--- config.mk ---
export PLATFORM = sky130hd
export DESIGN_NAME = write_queue_decoder_flat
export DESIGN_NICKNAME = d
export VERILOG_FILES = /design/src/rtl/write_queue_decoder_if.sv /design/src/rtl/write_queue_decoder.sv /design/src/flat_wrapper.sv
export SDC_FILE = /design/constraint.sdc
export NUM_CORES = 1
export LEC_CHECK = 0
export ABC_AREA = 1
export BUFFER_PORTS_ARGS = -buffer_cell sky130_fd_sc_hd__buf_2
export CAP_MARGIN = 20
export CORE_AREA = 2 2 102 143
export CTS_BUF_LIST = sky130_fd_sc_hd__clkbuf_16
export CTS_CLUSTER_SIZE = 8
export DETAILED_ROUTE_END_ITERATION = 6
export DIE_AREA = 0 0 104 145
export GPL_TIMING_DRIVEN = 0
export PLACE_DENSITY_LB_ADDON = 0.1
export SETUP_SLACK_MARGIN = 0.4
export SLEW_MARGIN = 5
export SYNTH_ARGS = -nofsm -noshare
export SYNTH_HDL_FRONTEND = slang
export SYNTH_SLANG_ARGS = --single-unit
--- constraint.sdc ---
create_clock -name clk -period 3.4 [get_ports clk]
set_input_delay 0.17 -clock clk [delete_from_list [all_inputs] [get_ports clk]]
set_output_delay 0.17 -clock clk [all_outputs]
set_load 0.1 [all_outputs]
--- src/rtl/write_queue_decoder_if.sv ---
// Bundle for write_queue_decoder: write request handshake, the dequeue stall,
// the wordline/data output bus and the occupancy/scoreboard outputs.
interface write_queue_decoder_if #(
   parameter int ID_W   = 4,
   parameter int DATA_W = 16,
   parameter int DEPTH  = 4
);
   localparam int NREG = 1 << ID_W;
   localparam int CW   = $clog2(DEPTH) + 1;

   logic              in_valid;
   logic              in_ready;
   logic [ID_W-1:0]   in_id;
   logic [DATA_W-1:0] in_data;
   logic              stall;
   logic [NREG-1:0]   Wordline;
   logic [DATA_W-1:0] WriteData;
   logic [NREG-1:0]   pending;
   logic [CW-1:0]     count;

   modport master (
      output in_valid, in_id, in_data, stall,
      input  in_ready, Wordline, WriteData, pending, count
   );

   modport slave (
      input  in_valid, in_id, in_data, stall,
      output in_ready, Wordline, WriteData, pending, count
   );
endinterface

--- src/rtl/write_queue_decoder.sv ---
// Register write queue: FIFO of {id, data} drained one per cycle onto a registered
// one-hot wordline bus, with a per-register pending mask. Macro ZERO_REG_EN hard-wires register 0.
module write_queue_decoder #(
   parameter int ID_W   = 4,
   parameter int DATA_W = 16,
   parameter int DEPTH  = 4
) (
   input logic                  clk,
   input logic                  rst_n,
   write_queue_decoder_if.slave bus
);
   localparam int NREG = 1 << ID_W;
   localparam int PW   = $clog2(DEPTH);
   localparam int CW   = PW + 1;

   function automatic logic [NREG-1:0] onehot(input logic [ID_W-1:0] id);
      logic [NREG-1:0] r;
      r     = '0;
      r[id] = 1'b1;
      return r;
   endfunction

   logic [ID_W-1:0]   mem_id_q   [DEPTH];
   logic [DATA_W-1:0] mem_data_q [DEPTH];

   logic [CW-1:0]     wr_ptr_q, wr_ptr_d;
   logic [CW-1:0]     rd_ptr_q, rd_ptr_d;
   logic [NREG-1:0]   wordline_q, wordline_d;
   logic [DATA_W-1:0] wdata_q, wdata_d;

   logic [CW-1:0]     count_w;
   logic              full_w, empty_w;
   logic              ready_w, enq_w, store_w, deq_w;
   logic [NREG-1:0]   pending_w;
   logic [ID_W-1:0]   head_id_w;
   logic [DATA_W-1:0] head_data_w;

   // Extra pointer bit separates full from empty; subtraction wraps modulo 2*DEPTH.
   assign count_w = wr_ptr_q - rd_ptr_q;
   assign full_w  = (count_w == CW'(DEPTH));
   assign empty_w = (count_w == '0);

   assign ready_w = !full_w && rst_n;
   assign enq_w   = bus.in_valid && ready_w;
   assign deq_w   = !empty_w && !bus.stall;

`ifdef ZERO_REG_EN
   assign store_w = enq_w && (bus.in_id != '0);
`else
   assign store_w = enq_w;
`endif

   assign head_id_w   = mem_id_q[rd_ptr_q[PW-1:0]];
   assign head_data_w = mem_data_q[rd_ptr_q[PW-1:0]];

   always_comb begin
      wr_ptr_d   = wr_ptr_q;
      rd_ptr_d   = rd_ptr_q;
      wordline_d = '0;
      wdata_d    = wdata_q;
      if (store_w) begin
         wr_ptr_d = wr_ptr_q + CW'(1);
      end
      if (deq_w) begin
         rd_ptr_d   = rd_ptr_q + CW'(1);
         wordline_d = onehot(head_id_w);
         wdata_d    = head_data_w;
      end
   end

   always_comb begin
      pending_w = '0;
      for (int k = 0; k < DEPTH; k++) begin
         if (CW'(k) < count_w) begin
            pending_w = pending_w | onehot(mem_id_q[rd_ptr_q[PW-1:0] + PW'(k)]);
         end
      end
   end

   // Storage is only written on an accepted request, which cannot happen in reset.
   always_ff @(posedge clk) begin
      if (store_w) begin
         mem_id_q[wr_ptr_q[PW-1:0]]   <= bus.in_id;
         mem_data_q[wr_ptr_q[PW-1:0]] <= bus.in_data;
      end
   end

   // Output register stage: wordline/data are valid the cycle after dequeue.
   always_ff @(posedge clk) begin
      if (!rst_n) begin
         wr_ptr_q   <= '0;
         rd_ptr_q   <= '0;
         wordline_q <= '0;
         wdata_q    <= '0;
      end else begin
         wr_ptr_q   <= wr_ptr_d;
         rd_ptr_q   <= rd_ptr_d;
         wordline_q <= wordline_d;
         wdata_q    <= wdata_d;
      end
   end

   assign bus.in_ready  = ready_w;
   assign bus.Wordline  = wordline_q;
   assign bus.WriteData = wdata_q;
   assign bus.pending   = pending_w;
   assign bus.count     = count_w;
endmodule

--- src/flat_wrapper.sv ---
// flat-port wrapper written by rule: the top's interface ports become plain ports
module write_queue_decoder_flat 
#(
   parameter int ID_W   = 4,
   parameter int DATA_W = 16,
   parameter int DEPTH  = 4
)
  (clk, rst_n, bus_in_valid, bus_in_id, bus_in_data, bus_stall, bus_in_ready, bus_Wordline, bus_WriteData, bus_pending, bus_count);
  write_queue_decoder_if #(.ID_W(ID_W), .DATA_W(DATA_W), .DEPTH(DEPTH)) bus_i ();
  input logic clk;
  input logic rst_n;
  input wire logic [$bits(bus_i.in_valid)-1:0] bus_in_valid;
  input wire logic [$bits(bus_i.in_id)-1:0] bus_in_id;
  input wire logic [$bits(bus_i.in_data)-1:0] bus_in_data;
  input wire logic [$bits(bus_i.stall)-1:0] bus_stall;
  output wire logic [$bits(bus_i.in_ready)-1:0] bus_in_ready;
  output wire logic [$bits(bus_i.Wordline)-1:0] bus_Wordline;
  output wire logic [$bits(bus_i.WriteData)-1:0] bus_WriteData;
  output wire logic [$bits(bus_i.pending)-1:0] bus_pending;
  output wire logic [$bits(bus_i.count)-1:0] bus_count;
  assign bus_i.in_valid = bus_in_valid;
  assign bus_i.in_id = bus_in_id;
  assign bus_i.in_data = bus_in_data;
  assign bus_i.stall = bus_stall;
  assign bus_in_ready = bus_i.in_ready;
  assign bus_Wordline = bus_i.Wordline;
  assign bus_WriteData = bus_i.WriteData;
  assign bus_pending = bus_i.pending;
  assign bus_count = bus_i.count;
  write_queue_decoder #(.ID_W(ID_W), .DATA_W(DATA_W), .DEPTH(DEPTH)) u_core (.clk(clk), .rst_n(rst_n), .bus(bus_i));
endmodule
==> impl_results.md <==
- Post-DR vias/cell: 5.18
- Sequential area share after synthesis: 54.9%
- HP Start: bus_in_valid
- Root Buffer: clkbuf_16
- Crit Path Max Fanout: 10
- Fmax: 348 MHz
- Htree depth: 4
- Routed wire length: 17000 um
- Initial antenna violation count: 0
- Clk slew on worst S/H paths: 0.06 ns
- Fin crit share: 84.6%
- Data arrival time of the worst path: 2.71 ns
- Drt first pass iters: 6
- GP Congestion: 0.977
- Worst Path Required: 3.23 ns
- Final slew viol count: 0
- Endpoint type of the worst setup path: primary output
- CP Launch Type: flop
- Maximum buffer depth of the clock tree: 2
- Unrepaired setup endpoints after global routing: false
- Worst r2r src: u_core.wr_ptr_q[0]$_SDFFE_PN0P_
- Vias: 5114
- Core region area: 13800 um2
- Remaining DRCs: 0
- Starting Density: 42.3%
- Cells after Synth: 671
- Synth Area in Compound Gates: 7.06%
- CTS tree: built
- Synth Area in XOR/XNOR: 0.300%
- Largest net degree at the start of global routing: 17
- Final Util: 54.5%
- CP bufs+invs: 3
- Hold WC Path Type: in2reg
- Detail Route Antenna Nets: 0
- Cell family with most CP delay: simple AND/OR/NAND/NOR gates
- Iter 0 DRT Violations: 232
- Minimum clock period: 2.88 ns
- R2r setup slk: 0.62 ns
- First-pass GRT wire length: 27400 um
- Adder and majority gate portion of the synthesized area: 1.63%
- FF-to-FF End: u_core.mem_id_q[0][3]$_DFFE_PP_
- Total track usage: 23.4%
- Worst Hold End: u_core.wr_ptr_q[1]$_SDFFE_PN0P_
- Post-synthesis register bit count: 120
- DP Worst Slack: 0.568 ns
- Die height: 145 um
- Vias in the first global route: 5257
- TNS Setup: 0 ns
- Syn Nets: 702
- Post-Syn Area: 5830 um2
- N_diodes: 0
- Kind of critical path: reg2out
- Setup violators final: 0
- Syn_area_per_cell: 8.69 um2
- Max_slew headroom: 54.9%
- Ratio of cells with drive above 1 in the final layout: 22.7%
- Nets@finish: 821
- Hold path depth: 3
- I/O pin count: 76
- Critical path's largest stage delay: 0.47 ns
- Final WS setup: 0.523 ns
- CP dominant cell by count: nand2_1
- Die area: 15100 um2
- Layout fillers: 1330
- CTS Buf Count: 17
- Post-synthesis mux area share: 0%
- Clk_skew: 0.0112 ns
- Count of cell types in the netlist: 31
- Grt total ovfl: 0
- Max Cap Viol: 0
- Worst-margin pin slew: 0.674 ns
- Row Count: 51
- Post-synthesis simple-gate area fraction: 29.8%
- R2R depth: 9
- CP max stage cell: ha_1
- Port Buf Inserts: 75
- Main combinational cell family by area after synthesis: simple AND/OR/NAND/NOR gates
- Clk Latency, worst-skew pair: 0.41 ns
- CTS sink cnt: 120
- HPWL Detailed: 12300 um
- CP Cell Sequence: ha_1, inv_1, buf_2, nand3_1, nand2_1, nor2_1, nand3_1, nand2_1, nor2_1, nand2_1, buf_12
- Die W: 104 um
- Wire length per cell: 17.2 um
- Status: finished clean
- Yosys warning count: 0
- Area Growth Syn to Fin: 28.9%
- Final Hold Fails: 0
==> worst min-delay path, stage by stage <==
cell and delay (ns):
buf_2 0.11, nand3_1 0.08, nand2_1 0.06
==> cells in the mapped netlist <==
master,number,share of area [%]
nand4_1,15,1.6
ha_1,6,1.3
buf_2,9,0.77
fa_1,1,0.34
o21ai_2,1,0.15
inv_4,1,0.11
nand2_4,3,0.58
nand3_1,90,7.7
clkbuf_1,7,0.45
nand3_2,3,0.51
inv_6,1,0.15
o21ai_1,4,0.34
nand2_2,5,0.54
nor3_1,1,0.086
nand2_1,157,10
inv_1,40,2.6
xor2_1,2,0.30
nor2_1,100,6.4
o22ai_1,16,1.7
o21ai_0,47,4.0
edfxtp_1,80,41
buf_4,6,0.77
buf_6,6,1.2
a21oi_2,2,0.30
a21oi_1,6,0.51
nor2_2,16,1.7
nand2_8,1,0.34
nor2_4,1,0.19
dfxtp_1,40,14
buf_1,1,0.064
inv_2,3,0.19
==> final cells by class <==
class | instances | area [um2] | share of cell area, %
repair buffers | 100 | 788 | 10.5
clock buffers | 17 | 425 | 5.66
well taps | 185 | 231 | 3.08
flip-flops and latches | 120 | 3200 | 42.6
multi-input cells | 477 | 2300 | 30.7
clock inverters | 15 | 189 | 2.51
plain buffers | 29 | 199 | 2.65
inverters | 45 | 176 | 2.35
==> kinds of logic after synthesis <==
logic type,count (synthesis)
XOR/XNOR,2
AO/OA/AOI/OAI,76
buffers and inverters,74
AND/OR/NAND/NOR,392
adder cells (fa/ha/maj),7
flip-flops,120
==> state kept, by name, indices dropped and copies added (netlist names), named ones only <==
signal,flops
u_core.bus.Wordline,16
u_core.rd_ptr_q,3
u_core.mem_id_q,16
u_core.bus.WriteData,16
u_core.wr_ptr_q,3
u_core.mem_data_q,64
==> per-stage QoR <==
step | cell area (um2) | hold WS, ns | cells
finish | 7520 | 0.0303 | 988
global route | 7520 | 0.0621 | 988
CTS | 7410 | 0.0202 | 987
detailed placement | 6510 | 0.386 | 935
global placement | 6440 | 0.380 | 931
floorplan | 5830 | 0.269 | 671
==> placed cells by master (no fill, tap or decap), types with 20 or more instances in the layout <==
cell	Yosys	layout
nand2_1	157	156
nand3_1	90	90
nor2_1	100	90
edfxtp_1	80	80
buf_2	9	65
o21ai_0	47	47
inv_1	40	40
dfxtp_1	40	39
nor2_2	16	25
dlygate4sd3_1	0	20
==> metal layers <==
layer	wire length [um]	GRT usage (%)	vias up
met5	0	0	-
met4	838	13.7	0
met3	694	3.64	44
met2	8930	43.7	183
met1	6520	24.6	2374
li1	-	-	2513
==> worst max-delay path by stage <==
stage / from / end / cells past startpoint
6_report: u_core.rd_ptr_q[1]$_SDFFE_PN0P_ / bus_pending[7] / 11
5_1_grt: u_core.wr_ptr_q[0]$_SDFFE_PN0P_ / bus_pending[13] / 13
4_1_cts: u_core.wr_ptr_q[0]$_SDFFE_PN0P_ / bus_pending[10] / 12
3_5_place_dp: u_core.wr_ptr_q[0]$_SDFFE_PN0P_ / u_core.mem_id_q[0][0]$_DFFE_PP_ / 9
3_3_place_gp: u_core.wr_ptr_q[0]$_SDFFE_PN0P_ / u_core.mem_data_q[3][4]$_DFFE_PP_ / 8
2_1_floorplan: u_core.wr_ptr_q[0]$_SDFFE_PN0P_ / u_core.mem_data_q[0][0]$_DFFE_PP_ / 8
==> timing repair <==
action | CTS | global route
hold buffers | 20 | 0
endpoints found under the hold margin | 80 | 0
buffers inserted | 0 | 1
cloned | 0 | 0
gates resized for setup | 30 | 29
endpoints found under the setup margin | 16 | 24
pin swaps | 0 | 2
Power is not shown: default switching activity piles up to over one toggle a cycle in this logic, so the estimate is an artifact.
